<file path="config.mk">
export PLATFORM = sky130hd
export DESIGN_NAME = if_fetch_unit_flat
export DESIGN_NICKNAME = d
export VERILOG_FILES = /design/src/rtl/if_fetch_unit_if.sv /design/src/rtl/if_fetch_unit.sv /design/src/flat_wrapper.sv
export SDC_FILE = /design/constraint.sdc
export NUM_CORES = 1
export LEC_CHECK = 0
export BUFFER_PORTS_ARGS = -buffer_cell sky130_fd_sc_hd__buf_2
export CORE_MARGIN = 1
export CORE_UTILIZATION = 52
export CTS_CLUSTER_SIZE = 12
export DETAILED_ROUTE_END_ITERATION = 16
export PLACE_DENSITY = 0.81
export SYNTH_ARGS = -nofsm -noshare
export SYNTH_HDL_FRONTEND = slang
export SYNTH_SLANG_ARGS = --single-unit
</file>
<file path="constraint.sdc">
create_clock -name clk -period 3.91 [get_ports clk]
set_input_delay 0.391 -clock clk [delete_from_list [all_inputs] [get_ports clk]]
set_output_delay 0.391 -clock clk [all_outputs]
set_load 0.01 [all_outputs]
</file>
<file path="src/rtl/if_fetch_unit_if.sv">
// Instruction-side SRAM-like port: request/address handshake followed by a separate data return.
interface if_fetch_unit_if;
    logic        inst_req;
    logic [31:0] inst_addr;
    logic        inst_addr_ok;
    logic        inst_data_ok;
    logic [31:0] inst_rdata;

    modport master (
        output inst_req,
        output inst_addr,
        input  inst_addr_ok,
        input  inst_data_ok,
        input  inst_rdata
    );

    modport slave (
        input  inst_req,
        input  inst_addr,
        output inst_addr_ok,
        output inst_data_ok,
        output inst_rdata
    );
endinterface

</file>
<file path="src/rtl/if_fetch_unit.sv">
// IF stage: PC selection, one-outstanding SRAM fetch with stale-data dropping, and a small
// output buffer feeding the IF/ID register.
module if_fetch_unit #(
    parameter logic [31:0] RESET_PC = 32'hBFC0_0000,
    parameter int          DEPTH    = 2
) (
    input  logic        clk,
    input  logic        rst,
    input  logic        StallF,
    input  logic        EPC_sel,
    input  logic [31:0] EPC,
    input  logic        JumpReg,
    input  logic [31:0] PCSrc_reg,
    input  logic        Jump,
    input  logic [31:0] Jump_addr,
    input  logic        BranchD,
    input  logic [31:0] Branch_addr,
    if_fetch_unit_if.master sram,
    output logic [31:0] instr,
    output logic [31:0] pc_plus_4,
    output logic [31:0] PCin,
    output logic        if_valid
);
    localparam int PW = (DEPTH > 1) ? $clog2(DEPTH) : 1;
    localparam int CW = $clog2(DEPTH + 1);

    typedef enum logic [1:0] {IDLE, REQ, WAIT, DROP} state_t;

    state_t          state_q, state_d;
    logic [31:0]     pc_q, pc_d;
    logic [31:0]     req_addr_q, req_addr_d;
    logic            redir_pend_q, redir_pend_d;
    logic [CW-1:0]   count_q, count_d;
    logic [PW-1:0]   rd_ptr_q, rd_ptr_d;
    logic [PW-1:0]   wr_ptr_q, wr_ptr_d;
    logic [31:0]     head_instr_q, head_instr_d;
    logic [31:0]     head_pc_q, head_pc_d;
    logic [31:0]     head_pc4_q, head_pc4_d;
    logic [31:0]     buf_instr_q [DEPTH];
    logic [31:0]     buf_instr_d [DEPTH];
    logic [31:0]     buf_pc_q    [DEPTH];
    logic [31:0]     buf_pc_d    [DEPTH];

    logic            redirect;
    logic [31:0]     target;
    logic            push;
    logic            pop;

    always_comb begin
        redirect = EPC_sel | JumpReg | Jump | BranchD;
        if (EPC_sel)      target = EPC;
        else if (JumpReg) target = PCSrc_reg;
        else if (Jump)    target = Jump_addr;
        else              target = Branch_addr;
    end

    assign if_valid       = (count_q != '0);
    assign pop            = if_valid & ~StallF & ~redirect;
    assign sram.inst_addr = {req_addr_q[31:2], 2'b00};

    // The SRAM address comes from req_addr_q, not pc_q, so a redirect during REQ leaves the
    // pending address untouched while pc_q already moves to the target.
    always_comb begin
        state_d       = state_q;
        pc_d          = redirect ? target : pc_q;
        req_addr_d    = req_addr_q;
        redir_pend_d  = redir_pend_q;
        push          = 1'b0;
        sram.inst_req = 1'b0;
        unique case (state_q)
            IDLE: begin
                if (redirect || (int'(count_q) - int'(pop) < DEPTH)) begin
                    state_d    = REQ;
                    req_addr_d = pc_d;
                end
            end
            REQ: begin
                sram.inst_req = 1'b1;
                if (sram.inst_addr_ok) begin
                    redir_pend_d = 1'b0;
                    if (redirect || redir_pend_q) begin
                        state_d = DROP;
                    end else begin
                        state_d = WAIT;
                        pc_d    = pc_q + 32'd4;
                    end
                end else if (redirect) begin
                    redir_pend_d = 1'b1;
                end
            end
            WAIT: begin
                if (sram.inst_data_ok) begin
                    if (redirect) begin
                        state_d    = REQ;
                        req_addr_d = pc_d;
                    end else begin
                        push = 1'b1;
                        if (int'(count_q) + 1 - int'(pop) < DEPTH) begin
                            state_d    = REQ;
                            req_addr_d = pc_d;
                        end else begin
                            state_d = IDLE;
                        end
                    end
                end else if (redirect) begin
                    state_d = DROP;
                end
            end
            DROP: begin
                if (sram.inst_data_ok) begin
                    state_d    = REQ;
                    req_addr_d = pc_d;
                end
            end
            default: state_d = IDLE;
        endcase
    end

    always_comb begin
        buf_instr_d = buf_instr_q;
        buf_pc_d    = buf_pc_q;
        if (push) begin
            buf_instr_d[wr_ptr_q] = sram.inst_rdata;
            buf_pc_d[wr_ptr_q]    = req_addr_q;
        end
        if (redirect) begin
            count_d  = '0;
            rd_ptr_d = '0;
            wr_ptr_d = '0;
        end else begin
            count_d  = count_q + CW'(push) - CW'(pop);
            rd_ptr_d = rd_ptr_q + PW'(pop);
            wr_ptr_d = wr_ptr_q + PW'(push);
        end
        head_instr_d = if_valid ? buf_instr_q[rd_ptr_q] : head_instr_q;
        head_pc_d    = if_valid ? buf_pc_q[rd_ptr_q] : head_pc_q;
        head_pc4_d   = if_valid ? buf_pc_q[rd_ptr_q] + 32'd4 : head_pc4_q;
    end

    // Outputs fall back to the last head seen so ID sees a steady value while if_valid is low.
    assign instr     = if_valid ? buf_instr_q[rd_ptr_q] : head_instr_q;
    assign PCin      = if_valid ? buf_pc_q[rd_ptr_q] : head_pc_q;
    assign pc_plus_4 = if_valid ? buf_pc_q[rd_ptr_q] + 32'd4 : head_pc4_q;

    always_ff @(posedge clk or negedge rst) begin
        if (!rst) begin
            state_q      <= IDLE;
            pc_q         <= RESET_PC;
            req_addr_q   <= RESET_PC;
            redir_pend_q <= 1'b0;
            count_q      <= '0;
            rd_ptr_q     <= '0;
            wr_ptr_q     <= '0;
            head_instr_q <= '0;
            head_pc_q    <= '0;
            head_pc4_q   <= '0;
        end else begin
            state_q      <= state_d;
            pc_q         <= pc_d;
            req_addr_q   <= req_addr_d;
            redir_pend_q <= redir_pend_d;
            count_q      <= count_d;
            rd_ptr_q     <= rd_ptr_d;
            wr_ptr_q     <= wr_ptr_d;
            head_instr_q <= head_instr_d;
            head_pc_q    <= head_pc_d;
            head_pc4_q   <= head_pc4_d;
        end
    end

    always_ff @(posedge clk) begin
        buf_instr_q <= buf_instr_d;
        buf_pc_q    <= buf_pc_d;
    end

    a_no_overflow: assert property (@(posedge clk) disable iff (!rst)
        !(push && !pop && (count_q == CW'(DEPTH))));
endmodule

</file>
<file path="src/flat_wrapper.sv">
// flat-port wrapper written by rule: the top's interface ports become plain ports
module if_fetch_unit_flat 
#(
    parameter logic [31:0] RESET_PC = 32'hBFC0_0000,
    parameter int          DEPTH    = 2
)
  (clk, rst, StallF, EPC_sel, EPC, JumpReg, PCSrc_reg, Jump, Jump_addr, BranchD, Branch_addr, instr, pc_plus_4, PCin, if_valid, sram_inst_req, sram_inst_addr, sram_inst_addr_ok, sram_inst_data_ok, sram_inst_rdata);
  if_fetch_unit_if sram_i ();
  input  logic clk;
  input  logic rst;
  input  logic StallF;
  input  logic EPC_sel;
  input  logic [31:0] EPC;
  input  logic JumpReg;
  input  logic [31:0] PCSrc_reg;
  input  logic Jump;
  input  logic [31:0] Jump_addr;
  input  logic BranchD;
  input  logic [31:0] Branch_addr;
  output logic [31:0] instr;
  output logic [31:0] pc_plus_4;
  output logic [31:0] PCin;
  output logic if_valid;
  output wire logic [$bits(sram_i.inst_req)-1:0] sram_inst_req;
  output wire logic [$bits(sram_i.inst_addr)-1:0] sram_inst_addr;
  input wire logic [$bits(sram_i.inst_addr_ok)-1:0] sram_inst_addr_ok;
  input wire logic [$bits(sram_i.inst_data_ok)-1:0] sram_inst_data_ok;
  input wire logic [$bits(sram_i.inst_rdata)-1:0] sram_inst_rdata;
  assign sram_inst_req = sram_i.inst_req;
  assign sram_inst_addr = sram_i.inst_addr;
  assign sram_i.inst_addr_ok = sram_inst_addr_ok;
  assign sram_i.inst_data_ok = sram_inst_data_ok;
  assign sram_i.inst_rdata = sram_inst_rdata;
  if_fetch_unit #(.RESET_PC(RESET_PC), .DEPTH(DEPTH)) u_core (.clk(clk), .rst(rst), .StallF(StallF), .EPC_sel(EPC_sel), .EPC(EPC), .JumpReg(JumpReg), .PCSrc_reg(PCSrc_reg), .Jump(Jump), .Jump_addr(Jump_addr), .BranchD(BranchD), .Branch_addr(Branch_addr), .sram(sram_i), .instr(instr), .pc_plus_4(pc_plus_4), .PCin(PCin), .if_valid(if_valid));
endmodule
</file>
* Word-level counts from Yosys, hierarchy flattened
Cells that the tools add are included.
Cells by class: order comparisons 5, eq/ne operators 9, add/subtract/negate cells 9, mux-type cells 44, reduce and logical (&&, ||, !) cells 10, bitwise gates (word level) 9
Operators with widths (number):
- $mux 32 | 22
- $bwmux 64 | 2
- $pmux 32 s3 | 1
- $add 32x3->32 const B | 2
- $lt 32x3->1 const B | 2
- $demux 32 s1 | 1
- $sub 32x2->32 | 1
- $mux 2 | 7
- $mux 1 | 10
- $pmux 2 s4 | 1
- $ne 2x2->1 const B | 3
- $reduce_and 5->1 | 1
- $eq 2x2->1 const B | 2
- $ge 2x2->1 const B | 2
- $not 1->2 | 2
- $reduce_and 4->1 | 1
- $reduce_bool 2->1 | 2
- $add 2x1->3 const B | 1
- $ne 3x1->1 const B | 1
- $ne 3x2->1 const B | 1
- $or 1x1->1 | 3
- $reduce_bool 3->1 | 1
- $sub 2x1->3 | 1
- $add 1x1->1 | 2
- other kinds (11) | 14
Storage, ports and cells: logic and storage cells 100, flip-flop bits (word level) 295

* Depth between registers and ports, before layout
Gate-level depths: netlist of the first run.
word-level depth 11, gate-level depth with buffers 17

* Worst setup path after synthesis of the first run
Ideal clock, no wire load.
path type input-to-reg, from in Jump, to reg u_core.buf_instr_q[0] (netlist bit) (enable), arrival time 3224 ps, data required time 3481 ps, path buffers 3, setup time 429 ps, path slack 257 ps, stages on the path 6, cells stage by stage clkbuf_1 -> or4_1 -> buf_2 -> clkbuf_1 -> nor3_1 -> ha_1
On the way: word-level cells in the longest chain between the ends 5
Ends and longest elaborated chain:
- start: declaration | RTL line flat_wrapper.sv:16 | input logic Jump;
- $or 1x1->1 (2 in a row) | RTL line if_fetch_unit.sv:50 | redirect = EPC_sel | JumpReg | Jump | BranchD;
- $mux 1 | RTL line if_fetch_unit.sv:93 | if (redirect) begin
- $mux 1 | RTL line if_fetch_unit.sv:92 | if (sram.inst_data_ok) begin
- $mux 1 | RTL line if_fetch_unit.sv:70 | unique case (state_q)
- end signal: assignment | RTL line if_fetch_unit.sv:172 | buf_instr_q <= buf_instr_d;
- end: declaration | RTL line if_fetch_unit.sv:39 | logic [31:0] buf_instr_q [DEPTH];
No other way between the ends. A chain may end at the register's enable or synchronous reset.

* Final worst setup path of the first run
from reg u_core.rd_ptr_q, to out pc_plus_4[30]
On the way: word-level cells in the longest chain between the ends 6
Ends and longest elaborated chain:
- start: declaration | RTL line if_fetch_unit.sv:34 | logic [PW-1:0] rd_ptr_q, rd_ptr_d;
- start signal: assignment | RTL line if_fetch_unit.sv:163 | rd_ptr_q <= rd_ptr_d;
- $not 1->2 (not written as such) | RTL line if_fetch_unit.sv:143 | assign pc_plus_4 = if_valid ? buf_pc_q[rd_ptr_q] + 32'd4 : head_pc4_q;
- $mux 32 (not written as such) (3 in a row) | RTL line if_fetch_unit.sv:143
- $add 32x3->32 | RTL line if_fetch_unit.sv:143
- $mux 32
- end: declaration | RTL line flat_wrapper.sv:21 | output logic [31:0] pc_plus_4;
No other way between the ends. The select of a mux whose other input is x is not followed.

==> impl_metrics.py, run 1 <==
metrics = {
    "sta": {
        "tightest_slew_ns": 0.743,
        "rsz0062_at_grt": "no",
        "hold_viol_final": 0,
        "setup_viol": 0,
        "clock_skew_ns": 0.0234,
        "maxSlewHeadroom_pct": 50.5,
        "fmax_mhz": 283,
        "slew_violations": 0,
        "layout_min_cycle_time_ns": 3.54,
        "finalCritPeriodShare_pct": 90.5,
        "fin_tns_setup_ns": 0,
    },
    "route": {
        "via_per_inst": 5.54,
        "ant_nets": 0,
        "via_count": 9841,
        "routedWlPerCell_um": 18.3,
        "drt_iter0_markers": 692,
        "wl_um": 32500,
        "drtPass1Iterations": 5,
        "drc": 0,
    },
    "global_route": {
        "gr-total-overflow": 0,
        "grt_pass1_vias": 9489,
        "grt_first_pass_wirelength_um": 49800,
        "grt_antenna_before_repair": 1,
        "grt_max_degree": 133,
        "grtUsageTotal_pct": 23.6,
    },
    "worst_setup_path": {
        "crit_required_ns": 3.52,
        "path_class": "flop to primary output",
        "startpoint": "u_core.rd_ptr_q",
        "critPathCapture": "pc_plus_4[30]",
        "start_kind": "flop",
        "rr_endpoint": "u_core.req_addr_q[13]",
        "cp_max_fo": 35,
        "worstPathArrival_ns": 3.15,
        "reg2reg_depth": 12,
        "r2r_start": "u_core.count_q[0]",
        "worstSetupEndpointType": "primary output",
        "ff2ff_setup_slack_ns": 1.06,
    },
    "floorplanning": {
        "dieArea_sq_um": 27200,
        "initial_utilization_pct": 52.9,
        "rows": 59,
        "die_w_um": 165,
        "core_sq_um": 26100,
        "dieHeight_um": 165,
        "ioPinCount": 299,
    },
    "finish": {
        "layout_common_cells": "295 x buf_2, 151 x o21ai_0, 148 x dfrtp_1",
        "num-nets-final": 1601,
        "layout_commonest_cell": "buf_2",
        "area_delta_synth_final_pct": 18.0,
        "final_cell_area_sq_um": 16300,
        "layout-drive-gt1-share_pct": 31.1,
    },
    "hold_path": {
        "hold_path_class": "input port to flop",
    },
    "clock_network": {
        "cts-htree-levels": 1,
        "cts_buffers": 30,
        "clk_path_buf_depth": 3,
        "cts_tree": "yes",
        "post_cts_resized": 0,
        "clk-insertion-delay-late_ns": 0.55,
        "ctsRootBufferMaster": "clkbuf_16",
        "path_clk_slew_ns": 0.06,
        "cts.sink_count": 295,
    },
    "synthesis": {
        "ys.flop_type": "dfrtp_1",
        "ys_types": 64,
        "netlist_area_sq_um": 13800,
        "syn_inst": 1168,
        "yosysTopAreaCellShare_pct": 27.9,
        "synth-seq-cells": 295,
        "yosys.area.top_type": "edfxtp_1",
        "async_flop_share_pct": 56.6,
        "ys_seq_area_share_pct": 58.4,
        "synthTopCellsByArea": "edfxtp_1 28%, dfrtp_1 27%, mux2i_1 7.3%, o21ai_0 5.5%, mux2_2 4.7%",
        "avgSynthCellArea_sq_um": 11.8,
        "yosys_warnings": 0,
        "synth-edff-count": 128,
    },
    "power_and_ir_drop": {
        "power_frac_comb_pct": 14.4,
        "pwr-share-clk_pct": 34.9,
        "pwr-share-seq_pct": 50.8,
        "power.density_nw_per_um2": 471,
        "internal-power_mw": 5.61,
        "p_leak_nw": 6.83,
        "switchingPower_mw": 2.06,
        "max-vdd-ir-drop_uv": 391,
        "switching_share_pct": 26.8,
    },
    "placed_design": {
        "dp_hpwl_um": 23300,
        "placed_area_sq_um": 15300,
        "numPortBuffers": 296,
        "globalplace.congestion": 0.903,
    },
    "run": {
        "cap_violations": 0,
    },
    "run_status": {
        "outcome": "completed",
    },
}
synth_stat cells, drive strengths merged, types with 2 or more instances:
cell type,number
a21boi,2
nand3b,5
ha,16
o22ai,4
a221oi,3
o31ai,4
inv,30
nor2b,7
or3,2
nor2,29
nor4,10
nand2b,4
a22oi,4
nand4,20
and4,5
nand2,121
o21ai,154
nor3,17
xor2,8
mux2i,101
a21oi,60
buf,61
o211ai,3
and2,6
mux2,57
clkbuf,40
o21a,5
xnor2,36
dfrtp,149
a211oi,7
o221a,3
edfxtp,128
nand3,23
dfstp,18
a32o,2
nand4b,8
nor4b,3
layer usage:
metal  wire, um  global-route usage (%)
met1      13900                    31.6
met2      15600                    39.2
met3       1750                    2.76
met4       1180                    9.59
met5          0                       0
layout make-up:
type	count	area [sq um]
fill	2021	9790
sequential	295	8050
multi-input combinational	742	5080
timing repair buffer	316	1690
clock buffer	50	857
tap	335	419
inverter	31	116
clock inverter	6	58.8
antenna	1	2.50
stage by stage:
step | setup WS, ns | util [%] | instances | power (mW) | hold slack, ns
final | 0.371 | 62.4 | 1776 | 7.66 | 0.0411
after global placement | 0.828 | 58.9 | 1717 | 5.00 | 0.456
after floorplan | 0.257 | - | 1169 | 4.69 | 0.0954
after CTS | 0.180 | 62.4 | 1774 | 7.74 | 0.0242
after detailed placement | 0.696 | 58.9 | 1717 | 5.06 | 0.461
after global routing | 0.0506 | 62.4 | 1776 | 8.01 | 0.0187
power by group through the flow:
stage	logic [mW]	registers [mW]	clock network (mW)
3_3_place_gp	1.07	3.93	0
5_1_grt	1.22	3.93	2.86
6_report	1.10	3.89	2.67
2_1_floorplan	0.857	3.83	0
3_5_place_dp	1.11	3.95	0
4_1_cts	1.11	3.89	2.73
critical path: stages, from the launching register on:
cell     delay, ns
dfrtp_4       0.64
mux2_2        0.31
ha_1          0.22
nand4_1       0.17
a22oi_1       0.20
buf_4         0.17
nand4_2       0.26
nor2b_1       0.24
nor3_1        0.24
buf_2         0.18
cell families after synthesis:
logic type	after synthesis	share of synthesized area, %
and+or+nand+nor	264	9.79
AOI/OAI and AO/OA	258	10.5
xor gates and xnor gates	44	2.80
adders and majority gates	16	1.45
other	1	0.0272
buffers and inverters	132	5.05
muxes	158	12.0
DFF	295	58.4
worst min-delay path by stage:
stage	start	end	slack [ns]	depth (start not counted)
floorplan	rst	u_core.count_q[0]	0.1	0
global placement	rst	u_core.head_pc_q[22]	0.46	1
detailed placement	u_core.head_pc_q[30]	u_core.head_pc_q[30]	0.46	1
CTS	sram_inst_rdata[6]	u_core.buf_instr_q[38]	0.02	1
global route	sram_inst_rdata[13]	u_core.buf_instr_q[13]	0.02	1
finish	sram_inst_rdata[6]	u_core.buf_instr_q[6]	0.04	1
what timing repair did:
| item | in CTS | in global routing |
|---|---|---|
| endpoints found under the hold margin | 75 | 0 |
| hold buffers | 1 | 0 |
| buffers inserted | 0 | 1 |
| endpoints found under the setup margin | 0 | 2 |
registers in the layout, summed over array words and instances, names as in the netlist:
signal / flops
u_core.head_instr_q: 32
u_core.buf_instr_q: 64
u_core.buf_pc_q: 64
u_core.head_pc_q: 32
u_core.redir_pend_q: 1
u_core.count_q: 2
u_core.wr_ptr_q: 1
u_core.state_q: 2
u_core.head_pc4_q: 32
u_core.rd_ptr_q: 1
u_core.pc_q: 32
u_core.req_addr_q: 32
(Power assumes the default switching activity.)
==> run 2: changes to the inputs <==
--- a/config.mk
+++ b/config.mk
@@ -8,6 +8,7 @@
 export BUFFER_PORTS_ARGS = -buffer_cell sky130_fd_sc_hd__buf_2
 export CORE_MARGIN = 1
 export CORE_UTILIZATION = 52
+export CTS_BUF_LIST = sky130_fd_sc_hd__clkbuf_8
 export CTS_CLUSTER_SIZE = 12
 export DETAILED_ROUTE_END_ITERATION = 16
 export PLACE_DENSITY = 0.81
==> run 2 against run 1 <==
Compared with the run above: register-to-register slack gained 0.02 ns; critical endpoint unchanged; utilization is 0.21 points higher; fmax decreased by 1.2%; first-iteration DRC count grew 0.29%.
==> impl_metrics.py, run 2 (same netlist as run 1, synthesis figures left out) <==
metrics = {
    "run_status": {
        "outcome": "completed",
    },
    "worst_setup_path": {
        "path_class": "flop to primary output",
        "cp_max_fo": 35,
        "crit_family": "simple AND/OR/NAND/NOR gates",
        "cpMaxStageDelayCell": "dfrtp_4",
        "worstPathCellList": "mux2_2, ha_1, nand4_1, a22oi_1, buf_4, nand4_2, nor4b_1, nor3_1, buf_2",
        "path_buf_inv": 2,
        "start_kind": "flop",
        "ff2ff_setup_slack_ns": 1.08,
        "worstSetupEndpointType": "primary output",
        "cpPeakStageDelay_ns": 0.64,
        "worstPathArrival_ns": 3.19,
        "crit_required_ns": 3.52,
    },
    "placed_design": {
        "dp_hpwl_um": 23300,
        "placed_area_sq_um": 15300,
        "globalplace.congestion": 0.903,
        "numPortBuffers": 296,
    },
    "clock_network": {
        "cts_buffers": 47,
        "clk_path_buf_depth": 3,
        "ctsRootBufferMaster": "clkbuf_8",
        "path_clk_slew_ns": 0.06,
        "clk-insertion-delay-late_ns": 0.55,
        "cts.sink_count": 295,
        "cts-htree-levels": 2,
        "cts_tree": "yes",
    },
    "global_route": {
        "grt_pass1_vias": 9618,
        "gr-total-overflow": 0,
        "grt_antenna_before_repair": 1,
        "grtUsageTotal_pct": 23.9,
        "grt_max_degree": 133,
        "grt_first_pass_wirelength_um": 50100,
    },
    "sta": {
        "tightest_slew_ns": 0.730,
        "layout_min_cycle_time_ns": 3.58,
        "clock_skew_ns": 0.0261,
        "slew_violations": 0,
        "rsz0062_at_grt": "no",
        "maxSlewHeadroom_pct": 51.3,
        "hold_viol_final": 0,
        "fin_tns_setup_ns": 0,
        "fmax_mhz": 279,
        "holdWs_ns": 0.0375,
        "finalCritPeriodShare_pct": 91.6,
        "setup_viol": 0,
    },
    "run": {
        "cap_violations": 0,
    },
    "floorplanning": {
        "initial_utilization_pct": 52.9,
        "ioPinCount": 299,
        "rows": 59,
        "dieArea_sq_um": 27200,
        "dieHeight_um": 165,
        "die_w_um": 165,
        "core_sq_um": 26100,
    },
    "power_and_ir_drop": {
        "p_total_mw": 7.43,
        "max-vdd-ir-drop_uv": 316,
        "p_leak_nw": 6.93,
        "power.density_nw_per_um2": 455,
    },
    "finish": {
        "layout-drive-gt1-share_pct": 31.8,
        "largestRegisters": "u_core.buf_instr_q: 64 flops, u_core.buf_pc_q: 64 flops",
        "multiInputGateArea_sq_um": 5080,
        "layout_commonest_cell": "buf_2",
        "area_delta_synth_final_pct": 18.4,
        "final_cell_area_sq_um": 16300,
        "regArea_sq_um": 8050,
        "fillers": 2015,
        "layout_common_cells": "295 x buf_2, 151 x o21ai_0, 148 x dfrtp_1",
        "num-nets-final": 1628,
    },
    "route": {
        "via_count": 9919,
        "drt_iter0_markers": 694,
        "wl_um": 32500,
        "drtPass1Iterations": 5,
        "drc": 0,
        "ant_nets": 0,
        "via_per_inst": 5.46,
        "routedWlPerCell_um": 17.9,
    },
    "hold_path": {
        "hold_path_class": "input port to flop",
    },
}
run 2: layer usage:
layer / global-route usage (%) / vias up / part of all wire (%)
li1: - / 4756 / -
met1: 31.0 / 4721 / 42
met2: 39.8 / 372 / 49
met3: 3.74 / 70 / 5.8
met4: 10.1 / 0 / 3.4
met5: 0 / - / 0
run 2: path summary, 6_finish.rpt:
check / from / to / cells past startpoint
min: sram_inst_rdata[0] / u_core.buf_instr_q[0] / 1
max in group asynchronous: rst / u_core.rd_ptr_q / 3
max reg2reg: u_core.count_q[0] / u_core.req_addr_q[22] / 12
min reg2reg: u_core.head_pc_q[30] / u_core.head_pc_q[30] / 1
min in group asynchronous: rst / u_core.head_pc_q[22] / 2
max: u_core.rd_ptr_q / pc_plus_4[30] / 9
run 2: final cells by class:
type	instances	share of cell area, %
multi-input cells	742	31.1
diodes	1	0.0153
clock buffers	50	4.21
repair buffers	326	11.0
flip-flops and latches	295	49.3
inverters	31	0.713
clock inverters	36	1.12
well taps	335	2.57
run 2: what timing repair did:
action / in CTS / in global routing
hold buffers: 9 / 2
setup endpoints to repair: 0 / 2
setup buffers: 0 / 1
hold endpoints to repair: 91 / 4
gates resized for setup: 0 / 0
run 2: report_power, final:
group | total, mW | internal [mW] | switching (mW)
Sequential | 3.89 | 3.62 | 0.270
Clock | 2.43 | 1.25 | 1.18
Combinational | 1.11 | 0.439 | 0.669
Total | 7.43 | 5.31 | 2.12
run 2: stage by stage:
| stage | instances | setup slack [ns] | utilization [%] |
|---|---|---|---|
| 6_report | 1816 | 0.329 | 62.7 |
| 5_1_grt | 1816 | 0.00671 | 62.7 |
| 4_1_cts | 1812 | 0.146 | 62.5 |
| 2_1_floorplan | 1169 | 0.257 | - |
| 3_5_place_dp | 1717 | 0.696 | 58.9 |
| 3_3_place_gp | 1717 | 0.828 | 58.9 |
==> run 3: changes to the inputs <==
--- a/config.mk
+++ b/config.mk
@@ -7,11 +7,11 @@
 export LEC_CHECK = 0
 export BUFFER_PORTS_ARGS = -buffer_cell sky130_fd_sc_hd__buf_2
 export CORE_MARGIN = 1
-export CORE_UTILIZATION = 52
+export CORE_UTILIZATION = 43
 export CTS_BUF_LIST = sky130_fd_sc_hd__clkbuf_8
 export CTS_CLUSTER_SIZE = 12
 export DETAILED_ROUTE_END_ITERATION = 16
-export PLACE_DENSITY = 0.81
+export PLACE_DENSITY = 0.69
 export SYNTH_ARGS = -nofsm -noshare
 export SYNTH_HDL_FRONTEND = slang
 export SYNTH_SLANG_ARGS = --single-unit
==> run 3 against run 2 <==
Compared with the run above: worst setup slack got worse by 0.065 ns; sequential cell count did not move; cell count rose by 5.1%; non-clock buffer count increased by 22; combinational power about the same; critical path type unchanged; largest cell class unchanged; largest power group unchanged.
==> impl_metrics.py, run 3 (same netlist as run 1, synthesis figures left out) <==
metrics = {
    "hold_path": {
        "hold_path_depth": 2,
        "hold_path_class": "input port to flop",
        "hp-start": "sram_inst_addr_ok",
    },
    "clock_network": {
        "cts-htree-levels": 2,
        "clk-insertion-delay-late_ns": 0.58,
        "clk_path_buf_depth": 3,
        "cts_buffers": 49,
        "cts.sink_count": 295,
        "path_clk_slew_ns": 0.06,
        "cts_tree": "yes",
        "ctsRootBufferMaster": "clkbuf_8",
    },
    "power_and_ir_drop": {
        "p_leak_nw": 7.07,
        "p_total_mw": 7.76,
        "power.density_nw_per_um2": 463,
        "max-vdd-ir-drop_uv": 265,
    },
    "sta": {
        "setup_ws_ns": 0.264,
        "hold_viol_final": 0,
        "layout_min_cycle_time_ns": 3.65,
        "maxSlewHeadroom_pct": 46.2,
        "setup_viol": 0,
        "clock_skew_ns": 0.0331,
        "tightest_slew_ns": 0.803,
        "fmax_mhz": 274,
        "rsz0062_at_grt": "no",
        "slew_violations": 0,
        "fin_tns_setup_ns": 0,
        "finalCritPeriodShare_pct": 93.3,
    },
    "worst_setup_path": {
        "crit_required_ns": 3.52,
        "cp_max_fo": 9,
        "reg2reg_depth": 12,
        "cpPeakStageDelay_ns": 0.54,
        "start_kind": "flop",
        "worstPathCellList": "mux2_2, ha_1, nand4b_1, a22oi_1, nand4_2, nor2b_1, nor3_1, buf_2",
        "r2r_start": "u_core.count_q[0]",
        "worstPathArrival_ns": 3.26,
        "ff2ff_setup_slack_ns": 0.89,
        "path_class": "flop to primary output",
        "worstSetupEndpointType": "primary output",
        "startpoint": "u_core.rd_ptr_q",
        "cpMaxStageDelayCell": "dfrtp_4",
    },
    "finish": {
        "layout_commonest_cell": "buf_2",
        "area_delta_synth_final_pct": 21.6,
        "fillers": 2759,
        "layout_common_cells": "295 x buf_2, 151 x o21ai_0, 148 x dfrtp_1",
        "largestRegisters": "u_core.buf_instr_q: 64 flops, u_core.buf_pc_q: 64 flops",
        "finalNonFillerCells": 1909,
        "n_antenna_cell": 0,
        "layout-drive-gt1-share_pct": 32.1,
        "num-nets-final": 1652,
    },
    "route": {
        "via_per_inst": 5.13,
        "drc": 0,
        "wl_um": 33600,
        "ant_nets": 0,
        "via_count": 9797,
        "drtPass1Iterations": 6,
        "drt_iter0_markers": 547,
        "routedWlPerCell_um": 17.6,
    },
    "floorplanning": {
        "initial_utilization_pct": 43.7,
        "ioPinCount": 299,
        "die_w_um": 181,
        "dieHeight_um": 181,
        "dieArea_sq_um": 32800,
        "core_sq_um": 31600,
        "rows": 65,
    },
    "placed_design": {
        "dp_cells": 1783,
        "numPortBuffers": 296,
        "post-place-ws_ns": 0.664,
        "dp_hpwl_um": 24100,
        "globalplace.congestion": 0.831,
    },
    "global_route": {
        "grtUsageTotal_pct": 20.7,
        "grt_first_pass_wirelength_um": 53300,
        "grt_pass1_vias": 9654,
        "gr-total-overflow": 0,
        "grt_max_degree": 98,
        "grt_antenna_before_repair": 0,
    },
    "run": {
        "cap_violations": 0,
    },
    "run_status": {
        "outcome": "completed",
    },
}
==> run 3: cell count changes in the layout (fill, tap and decap cells not counted), moves of 2 or more <==
cell,before,now
dlygate4sd3_1,11,33
clkbuf_8,50,53
bufinv_16,1,3
clkinv_2,5,12
clkinv_1,10,13
inv_1,47,37
clkinvlp_4,4,1
==> run 3: per-stage QoR <==
step	instance area [sq um]	util, %	hold WS (ns)
floorplan	13800	-	0.0954
global placement	15400	48.8	0.458
detailed placement	15400	48.8	0.453
CTS	16700	53.0	0.00465
global route	16800	53.1	0.00730
finish	16800	53.1	0.0363
==> run 3: layout make-up <==
| class | instances | area, sq um | share of cell area (%) |
|---|---|---|---|
| inverter | 31 | 116 | 0.694 |
| tap | 402 | 503 | 3.00 |
| clock inverter | 38 | 265 | 1.58 |
| timing repair buffer | 348 | 2020 | 12.0 |
| multi-input combinational | 742 | 5080 | 30.3 |
| sequential | 295 | 8050 | 48.0 |
| clock buffer | 53 | 729 | 4.35 |
==> run 3: power by group <==
part | total, mW | internal (mW) | switching [mW]
clock | 2.72 | 1.47 | 1.25
sequential | 3.90 | 3.62 | 0.281
combinational | 1.13 | 0.454 | 0.679
==> run 3: path summary, 6_finish.rpt <==
path,to
min reg2reg,u_core.head_pc_q[28]
min in group asynchronous,u_core.state_q[1]
max reg2reg,u_core.req_addr_q[22]
max in group asynchronous,u_core.head_instr_q[22]
max,pc_plus_4[28]
min,u_core.redir_pend_q
==> run 3: worst max-delay path: cells and delay by family, from the launching register on <==
kind                     cells  cell delay [ns]
AO/OA/AOI/OAI                1             0.43
buffers and inverters        1             0.18
multiplexers                 1             0.28
flip-flops                   1             0.54
AND/OR/NAND/NOR              4             0.99
adder cells (fa/ha/maj)      1             0.25
==> run 3: metal layers <==
metal  GRT usage (%)  wire length (um)
met4            5.66               548
met1            28.6             15500
met5               0                 0
met2            33.9             16000
met3            3.12              1550
==> run 3: repair_timing <==
action                     4_1_cts  5_1_grt
setup endpoints to repair        0        6
hold buffers                    33        0
resized for setup                0        2
buffers inserted                 0        2
hold endpoints to repair       116        0
